==> src/rtl/uart_tx_buffered.sv <==
// Buffered 8N1 UART transmitter: ready/valid bytes enter a circular FIFO and are
// shifted out LSB first at CLOCK_FREQ/BAUD_RATE clock cycles per bit.
module uart_tx_buffered #(
    parameter int CLOCK_FREQ = 71_428_571,
    parameter int BAUD_RATE  = 115_200,
    parameter int DEPTH      = 8
) (
    input  logic                   clk,
    input  logic                   rst,
    input  logic [7:0]             data_in,
    input  logic                   data_in_valid,
    output logic                   data_in_ready,
    output logic                   serial_out,
    output logic                   tx_busy,
    output logic [$clog2(DEPTH):0] fifo_count
);
    localparam int SYMBOL_EDGE_TIME = CLOCK_FREQ / BAUD_RATE;
    localparam int PW = $clog2(DEPTH);
    localparam int CW = PW + 1;
    localparam int SW = (SYMBOL_EDGE_TIME > 1) ? $clog2(SYMBOL_EDGE_TIME) : 1;
    localparam logic [CW-1:0] DEPTH_V  = CW'(DEPTH);
    localparam logic [SW-1:0] SYM_LAST = SW'(SYMBOL_EDGE_TIME - 1);

    typedef enum logic [1:0] {IDLE, START, DATA, STOP} state_t;

    logic [7:0]    mem [DEPTH];
    logic [PW-1:0] wr_ptr, rd_ptr;
    logic          push, pop;

    state_t        state, state_next;
    logic [7:0]    shift, shift_next;
    logic [2:0]    bit_idx, bit_idx_next;
    logic [SW-1:0] sym_cnt, sym_cnt_next;
    logic          sym_done, serial_next;

    assign data_in_ready = (fifo_count < DEPTH_V);
    assign push          = data_in_valid && data_in_ready;
    assign sym_done      = (sym_cnt == SYM_LAST);
    assign tx_busy       = (state != IDLE);

    // NOTE: byte storage has no reset; the pointers and count decide which entries are live.
    always_ff @(posedge clk) begin
        if (push) mem[wr_ptr] <= data_in;
    end

    // NOTE: registers use non-blocking assignments so every flop samples pre-edge values.
    always_ff @(posedge clk or posedge rst) begin
        if (rst) begin
            wr_ptr     <= '0;
            rd_ptr     <= '0;
            fifo_count <= '0;
        end else begin
            if (push) wr_ptr <= wr_ptr + 1'b1;
            if (pop)  rd_ptr <= rd_ptr + 1'b1;
            case ({push, pop})
                2'b10:   fifo_count <= fifo_count + 1'b1;
                2'b01:   fifo_count <= fifo_count - 1'b1;
                default: ;
            endcase
        end
    end

    // NOTE: every next-state signal gets a default first so no latch is inferred.
    always_comb begin
        state_next   = state;
        shift_next   = shift;
        bit_idx_next = bit_idx;
        sym_cnt_next = sym_cnt + 1'b1;
        pop          = 1'b0;
        serial_next  = 1'b1;

        unique case (state)
            IDLE: begin
                sym_cnt_next = '0;
                if (fifo_count != '0) begin
                    pop        = 1'b1;
                    shift_next = mem[rd_ptr];
                    state_next = START;
                end
            end
            START: begin
                if (sym_done) begin
                    sym_cnt_next = '0;
                    bit_idx_next = '0;
                    state_next   = DATA;
                end
            end
            DATA: begin
                if (sym_done) begin
                    sym_cnt_next = '0;
                    if (bit_idx == 3'd7) begin
                        state_next = STOP;
                    end else begin
                        shift_next   = {1'b0, shift[7:1]};
                        bit_idx_next = bit_idx + 3'd1;
                    end
                end
            end
            STOP: begin
                if (sym_done) begin
                    sym_cnt_next = '0;
                    // Chain straight into the next start bit when more data is queued.
                    if (fifo_count != '0) begin
                        pop        = 1'b1;
                        shift_next = mem[rd_ptr];
                        state_next = START;
                    end else begin
                        state_next = IDLE;
                    end
                end
            end
        endcase

        // The line level is registered from the state being entered.
        case (state_next)
            START:   serial_next = 1'b0;
            DATA:    serial_next = shift_next[0];
            default: serial_next = 1'b1;
        endcase
    end

    always_ff @(posedge clk or posedge rst) begin
        if (rst) begin
            state      <= IDLE;
            shift      <= '0;
            bit_idx    <= '0;
            sym_cnt    <= '0;
            serial_out <= 1'b1;
        end else begin
            state      <= state_next;
            shift      <= shift_next;
            bit_idx    <= bit_idx_next;
            sym_cnt    <= sym_cnt_next;
            serial_out <= serial_next;
        end
    end

endmodule

==> config.mk <==
export PLATFORM = sky130hd
export DESIGN_NAME = uart_tx_buffered
export DESIGN_NICKNAME = d
export VERILOG_FILES = /design/src/rtl/uart_tx_buffered.sv
export SDC_FILE = /design/constraint.sdc
export NUM_CORES = 1
export LEC_CHECK = 0
export CORE_MARGIN = 1.5
export CORE_UTILIZATION = 49
export CTS_CLUSTER_SIZE = 20
export DETAILED_ROUTE_END_ITERATION = 10
export PLACE_DENSITY = 0.66
export SYNTH_ARGS = -nofsm -noshare
export SYNTH_HDL_FRONTEND = slang
export SYNTH_SLANG_ARGS = --single-unit
==> constraint.sdc <==
create_clock -name clk -period 3 [get_ports clk]
set_clock_uncertainty 0.1 [all_clocks]
set_input_delay 0.45 -clock clk [delete_from_list [all_inputs] [get_ports clk]]
set_output_delay 0.45 -clock clk [all_outputs]
set_load 0.005 [all_outputs]
==> results of run 1 <==
[worst max-delay path by stage]
stage               slack [ps]       endpoint  cells after the start        from
floorplan                  450  fifo_count[2]                     11  sym_cnt[0]
detailed placement         400  fifo_count[2]                     11  sym_cnt[0]
finish                     380  fifo_count[2]                     11  sym_cnt[0]
global placement           460  fifo_count[2]                     11  sym_cnt[0]
CTS                        380  fifo_count[2]                     11  sym_cnt[0]
global route               170  fifo_count[2]                     11  sym_cnt[0]
[per-stage QoR]
| stage | total power [mW] | hold WS, ps | utilization [%] |
|---|---|---|---|
| finish | 3.02 | 375 | 56.9 |
| global route | 3.18 | 415 | 56.9 |
| CTS | 3.05 | 380 | 56.9 |
| detailed placement | 2.18 | 374 | 54.5 |
| global placement | 2.17 | 357 | 54.5 |
| floorplan | 2.00 | 347 | - |
[power groups by stage]
stage	Combinational [mW]	Sequential (mW)	Clock (mW)
2_1_floorplan	0.303	1.70	0
3_3_place_gp	0.445	1.72	0
3_5_place_dp	0.452	1.73	0
4_1_cts	0.453	1.70	0.900
5_1_grt	0.498	1.72	0.959
6_report	0.445	1.70	0.873
[cell type report]
cell class	count	area share (%)
Clock buffer	9	2.47
Clock inverter	7	1.72
Inverter	10	0.749
Multi-Input combinational cell	180	31.7
Sequential cell	98	55.3
Tap cell	108	2.70
Timing Repair Buffer	30	5.34
[layer usage]
metal / vias to the layer above / routed length (um) / track usage [%]
met4: 0 / 65 / 4.62
met1: 1193 / 3340 / 21.2
li1: 1209 / - / -
met3: 5 / 161 / 3.62
met2: 29 / 3530 / 26.7
met5: - / 0 / 0
[logic make-up after synthesis]
group                    after synthesis  synth area share (%)
multiplexers                          22                  9.41
AND/OR/NAND/NOR                       87                  11.1
buffers and inverters                 23                  3.19
AO/OA/AOI/OAI                         40                  7.50
flip-flops                            98                  61.6
XOR/XNOR                              17                  3.30
adder cells (fa/ha/maj)               14                  3.89
[synth_stat cells, types with 2 or more instances]
cell type	n	area [um^2]
dfrtp_1	33	826
and2_1	2	12.5
edfxtp_1	64	1920
buf_2	3	15.0
mux2_2	3	33.8
nor4_1	6	37.5
inv_1	10	37.5
a22oi_1	2	15.0
mux2i_1	3	30.0
buf_4	2	15.0
and3_1	3	18.8
nand3_1	5	25.0
nor3_1	6	30.0
nor2_1	25	93.8
o21ai_0	4	20.0
buf_6	6	67.6
a221o_1	6	60.1
nor4_2	2	25.0
a21o_1	2	15.0
mux4_2	16	360
ha_1	14	175
nand3b_1	2	15.0
xnor2_1	6	52.6
a22o_1	2	17.5
a211oi_1	6	45.0
a21oi_1	4	20.0
nand2_1	13	48.8
nand4_1	2	12.5
xor2_1	11	96.3
nor2b_1	7	43.8
nand2b_1	3	18.8
[worst max-delay path: stages (launching register included)]
cell and delay [ps]:
dfrtp_1 400, ha_1 280, and4bb_4 290, a41oi_2 150
nor3_2 180, ha_1 320, xor2_1 110, ha_1 190
a21oi_1 140, xor2_1 150, nor2_1 60, xor2_1 130
[sequential cells by signal (all words and copies together) (netlist names)]
name	cells
serial_out	1
bit_idx	3
rd_ptr	3
state	2
shift	8
sym_cnt	10
fifo_count	4
wr_ptr	3
mem	64
[cell usage in the layout, fill, tap and decap left out, types with 3 or more instances in the layout]
cell type | netlist | layout
nor2b_1 | 7 | 7
buf_4 | 2 | 13
nand2_1 | 13 | 13
clkbuf_8 | 0 | 9
a21oi_1 | 4 | 4
and3_1 | 3 | 3
edfxtp_1 | 64 | 64
a211oi_1 | 6 | 6
ha_1 | 14 | 14
nand3_1 | 5 | 5
inv_8 | 0 | 4
nor3_1 | 6 | 6
inv_1 | 10 | 10
nor2_1 | 25 | 25
mux4_2 | 16 | 16
a221o_1 | 6 | 6
dfrtp_1 | 33 | 33
nor4_1 | 6 | 6
xor2_1 | 11 | 11
mux2i_1 | 3 | 3
xnor2_1 | 6 | 6
clkdlybuf4s50_1 | 0 | 17
o21ai_0 | 4 | 4
mux2_2 | 3 | 3
nand2b_1 | 3 | 3
==> results.toml, run 1 <==
[run_status]
status = "completed"

[timing]
period_minus_slack_ps = 2620
slew_viol_final = 0
hold_viol = 0
worst_pin_slew_ps = 772
setup_viol = 0
relSlewSlack_pct = 48.5
fin_ws_ps = 380
fin_crit_sh_pct = 87.3
rsz0062_at_grt = "false"
fmax_mhz = 382
tns_ps = 0

[pwr]
clockPowerShare_pct = 28.9
p_switching_uw = 848
seqPwrFrac_pct = 56.3
switching_share_pct = 28.1
ir_drop_mv = 0.371
internal_power_mw = 2.17
power_density_mw_per_mm2 = 602
leakage_nw = 1.82
p_comb_share_pct = 14.7

[clock_tree]
post_cts_resized = 0
cts_buffer_depth = 2
clk_latency_ps = 360
cts_max_level = 3
cts_buffers = 9
clk_pin_slew_ps = 110
ctsHoldBuffers = 0
tritoncts = "yes"
cts.sinks = 98
cts-root-buf = "clkbuf_8"
cts_setup_buffers = 0

[logic_synthesis]
synth.distinct_cells = 59
async_flop_share_pct = 34.7
netlist_area_mm2 = 0.00451
synthFlopType = "edfxtp_1"
ys_warn_count = 0
syn-num-nets = 326
synth-seq-cells = 98
seq_area_frac_synth_pct = 61.6
syn_inst = 301
synth_edf_count = 64
syn_avg_cell_area_um2 = 15.0

[floorplan]
initial_utilization_pct = 51.2
ioPinCount = 18
die_h_um = 98.9
core-area_mm2 = 0.00881
rows = 34
die_width_um = 98.9
die_area_mm2 = 0.00978

[layout]
num_antenna_cells = 0
fillCellCount = 699
num-nets-final = 354
multi_input_area_mm2 = 0.00159
seq_area_mm2 = 0.00277
fin_cells = 442
final_layout_size_suffix_gt1_share_pct = 20.1
design_area_mm2 = 0.00501
syn_to_final_growth_pct = 11.2

[placement]
dpl.hpwl_mm = 5.00
place_inst = 426
pre_cts_slack_ps = 400
gp_congestion = 0.798
placed_area_mm2 = 0.00480
port_buffers = 17

[critical_path]
rr_worst_depth = 11
cp.required_ps = 3140
ff2ff_setup_slack_ps = 380
arrival_ps = 2760
cp-end-kind = "flip-flop"
startpoint_type = "flip-flop"
crit_type = "flip-flop to flip-flop"
cp_max_fo = 6
crit-reg2reg-capture = "fifo_count[2]"
r2r-start = "sym_cnt[0]"

[routing]
via_per_inst = 5.51
drc = 0
wl_mm = 7.09
ant_nets = 0
drt-initial-drc-count = 103
dr.pass1.iters = 4
num_vias = 2436
wl_per_cell_um = 16.0

[grt]
grt_pass1_wl_mm = 12.0
grt_pass1_vias = 2409
grt_max_degree = 35
overflow = 0
grt_use_total_pct = 16.0
antenna_found_initial = 0

[flow_run]
drv_cap = 0

[min_path]
hold_class = "input pin to asynchronous set/reset pin"
(Power assumes the default switching activity.)
==> run 2, diff against run 1 <==
CORE_UTILIZATION = 30   (was 49)
PLACE_DENSITY = not set   (was 0.66)
==> results.toml, run 2 (same netlist as run 1, synthesis figures left out) <==
[grt]
grt_pass1_vias = 2648
grt_max_degree = 35
grt_use_total_pct = 11.2
overflow = 0
grt_pass1_wl_mm = 13.6
antenna_found_initial = 0

[routing]
drt-initial-drc-count = 109
wl_per_cell_um = 15.4
via_per_inst = 4.86
num_vias = 2518
dr.pass1.iters = 4
wl_mm = 7.99
ant_nets = 0
drc = 0

[layout]
num_antenna_cells = 0
fillCellCount = 1377
regMostFlops = "mem"
utilization_pct = 35.5
final_cell_mix = "edfxtp_1 (64), dfrtp_1 (33), nor2_1 (25)"
reg_top3 = "mem x64, sym_cnt x10, shift x8"
seq_area_mm2 = 0.00277
syn_to_final_growth_pct = 15.0
multi_input_area_mm2 = 0.00159
num-nets-final = 354
final_layout_size_suffix_gt1_share_pct = 19.8
final_common_cell = "edfxtp_1"
largest_reg_flops = 64

[timing]
fmax_mhz = 371
setup_viol = 0
hold_viol = 0
relSlewSlack_pct = 44.4
rsz0062_at_grt = "false"
slew_viol_final = 0
tns_ps = 0
worst_pin_slew_ps = 834
period_minus_slack_ps = 2700
fin_crit_sh_pct = 90.0

[pwr]
switching_share_pct = 26.3
internal_power_mw = 2.40
power_density_mw_per_mm2 = 629
ir_drop_mv = 0.475
seqPwrFrac_pct = 52.2
p_comb_share_pct = 13.8
power.total_mw = 3.26
leakage_nw = 1.85
clockPowerShare_pct = 34.0
p_switching_uw = 859

[clock_tree]
clk_pin_slew_ps = 70
ctsHoldBuffers = 0
cts-root-buf = "clkbuf_16"
cts.sinks = 98
cts_setup_buffers = 0
clk_latency_ps = 350
cts_buffer_depth = 2
tritoncts = "yes"
cts_buffers = 9
post_cts_resized = 0
cts_max_level = 3

[critical_path]
cp-end-kind = "flip-flop"
arrival_ps = 2820
cp_max_fo = 6
cp.required_ps = 3120
startpoint_type = "flip-flop"
crit_type = "flip-flop to flip-flop"

[floorplan]
rows = 44
die_area_mm2 = 0.0158
die_width_um = 126
initial_utilization_pct = 30.9
die_h_um = 126
core-area_mm2 = 0.0146
ioPinCount = 18

[flow_run]
drv_cap = 0

[run_status]
status = "completed"

[placement]
gp_congestion = 0.777
dpl.hpwl_mm = 5.35
port_buffers = 17

[min_path]
hold_class = "input pin to asynchronous set/reset pin"
-- run 2: through the flow --
step	std cells	area (um^2)	hold WS, ps	worst slack, ps
floorplan	301	4510	347	453
global placement	502	4900	357	459
detailed placement	502	4900	372	358
CTS	518	5180	389	347
global route	518	5180	419	89.7
finish	518	5180	389	301
-- run 2: final timing paths --
path / start / cells past startpoint / slack, ps / endpoint
worst min-delay path: rst / 3 / 390 / bit_idx[1]
min in group clk: sym_cnt[0] / 1 / 390 / sym_cnt[0]
max in group asynchronous: rst / 3 / 2080 / serial_out
worst max register to register: sym_cnt[0] / 11 / 300 / fifo_count[2]
worst min register to register: sym_cnt[0] / 1 / 390 / sym_cnt[0]
worst max-delay path: sym_cnt[0] / 11 / 300 / fifo_count[2]
-- run 2: critical path, cell delays in order (launching register included) --
cell	delay, ps
dfrtp_1	380
ha_1	280
and4bb_4	290
a41oi_2	160
nor3_2	200
ha_1	320
xor2_1	100
ha_1	180
a21oi_1	160
xor2_1	190
nor2_1	80
xor2_1	140
-- run 2: layout make-up --
| class | count | share of cell area (%) |
|---|---|---|
| multi-input combinational | 180 | 30.6 |
| inverter | 10 | 0.724 |
| timing repair buffer | 30 | 5.17 |
| tap | 184 | 4.44 |
| clock inverter | 7 | 1.13 |
| sequential | 98 | 53.5 |
| clock buffer | 9 | 4.35 |
-- run 2: power groups by stage --
stage	sequential [mW]	clock [mW]	combinational (mW)
after floorplan	1.70	0	0.303
after global placement	1.72	0	0.452
after detailed placement	1.73	0	0.460
after CTS	1.70	1.13	0.461
after global routing	1.72	1.19	0.502
final	1.70	1.11	0.450
-- run 2: layer usage --
layer	GRT usage [%]	share of wire, %	routed length [um]	vias up
met2	18.0	49	3910	46
met1	14.4	46	3680	1249
li1	-	-	-	1207
met5	0	0	0	-
met4	5.75	2.1	171	0
met3	2.18	2.9	232	16
==> run 3, diff against run 2 <==
CORE_UTILIZATION = 50   (was 30)
PLACE_DENSITY = 0.68   (was not set)
==> results.toml, run 3 (same netlist as run 1, synthesis figures left out) <==
[timing]
worst_pin_slew_ps = 795
setup_viol = 0
hold_viol = 0
relSlewSlack_pct = 47.0
fmax_mhz = 376
slew_viol_final = 0
period_minus_slack_ps = 2660
fin_crit_sh_pct = 88.6
tns_ps = 0
rsz0062_at_grt = "false"

[floorplan]
die_area_mm2 = 0.00959
die_width_um = 97.9
initial_utilization_pct = 51.7
ioPinCount = 18
rows = 34
die_h_um = 97.9
core-area_mm2 = 0.00872

[layout]
fin_cells = 442
final_layout_size_suffix_gt1_share_pct = 20.1
final_cell_mix = "edfxtp_1 (64), dfrtp_1 (33), nor2_1 (25)"
num-nets-final = 354
largest_reg_flops = 64
syn_to_final_growth_pct = 11.0
reg_top3 = "mem x64, sym_cnt x10, shift x8"
regMostFlops = "mem"
final_common_cell = "edfxtp_1"
num_antenna_cells = 0

[clock_tree]
clk_latency_ps = 360
clk_pin_slew_ps = 100
ctsHoldBuffers = 0
post_cts_resized = 0
cts-root-buf = "clkbuf_8"
cts_buffer_depth = 2
tritoncts = "yes"
cts.sinks = 98
cts_max_level = 3
cts_buffers = 9
cts_setup_buffers = 0

[grt]
grt_pass1_wl_mm = 12.9
grt_pass1_vias = 2511
grt_use_total_pct = 17.6
overflow = 0
grt_max_degree = 35
antenna_found_initial = 0

[flow_run]
drv_cap = 0

[placement]
place_inst = 426
port_buffers = 17
dpl.hpwl_mm = 5.33
gp_congestion = 0.845

[routing]
dr.pass1.iters = 4
drc = 0
via_per_inst = 5.69
wl_per_cell_um = 17.7
wl_mm = 7.83
num_vias = 2513
drt-initial-drc-count = 132
ant_nets = 0

[critical_path]
crit_type = "flip-flop to flip-flop"
cp_max_fo = 6
cp-end-kind = "flip-flop"
cp.required_ps = 3150
ff2ff_setup_slack_ps = 340
arrival_ps = 2810
startpoint_type = "flip-flop"

[pwr]
power_density_mw_per_mm2 = 600
leakage_nw = 1.82
ir_drop_mv = 0.462

[min_path]
hold_class = "input pin to asynchronous set/reset pin"

[run_status]
status = "completed"
## run 3: final cells by class
type	instances	area, um^2
inverters	10	37.5
clock buffers	9	124
well taps	108	135
clock inverters	7	76.3
multi-input cells	180	1590
fillers	662	3720
repair buffers	30	268
flip-flops and latches	98	2770
## run 3: metal layers
metal | wire [um] | global-route usage [%]
met1 | 3580 | 22.9
met2 | 3940 | 29.5
met4 | 98 | 7.03
met5 | 0 | 0
met3 | 217 | 3.08
## run 3: per-stage QoR
step	utilization, %	hold slack (ps)	worst slack [ps]	total power, mW	area, um^2
floorplan	-	347	453	2.00	4510
global placement	55.1	357	447	2.18	4800
detailed placement	55.1	383	365	2.20	4800
CTS	57.4	390	345	3.04	5000
global route	57.4	411	127	3.15	5000
finish	57.4	372	342	3.00	5000
## run 3: worst paths after layout
check / from / to / cells past startpoint
setup / recovery: sym_cnt[0] / fifo_count[2] / 11
hold / removal: rst / fifo_count[3] / 3
setup reg to reg: sym_cnt[0] / fifo_count[2] / 11
hold reg to reg: sym_cnt[0] / sym_cnt[0] / 1
max in group asynchronous: rst / serial_out / 3
min in group clk: sym_cnt[0] / sym_cnt[0] / 1
## run 3: power by group
group	switching [mW]	internal, mW
Sequential	0.115	1.59
Combinational	0.216	0.238
Clock	0.511	0.333
## run 3: critical path, cell delays in order, from the launching register on
cell      delay, ps
dfrtp_1         410
ha_1            290
and4bb_4        300
a41oi_2         160
nor3_2          200
ha_1            310
xor2_1          100
ha_1            190
a21oi_1         150
xor2_1          150
nor2_1           60
xor2_1          130
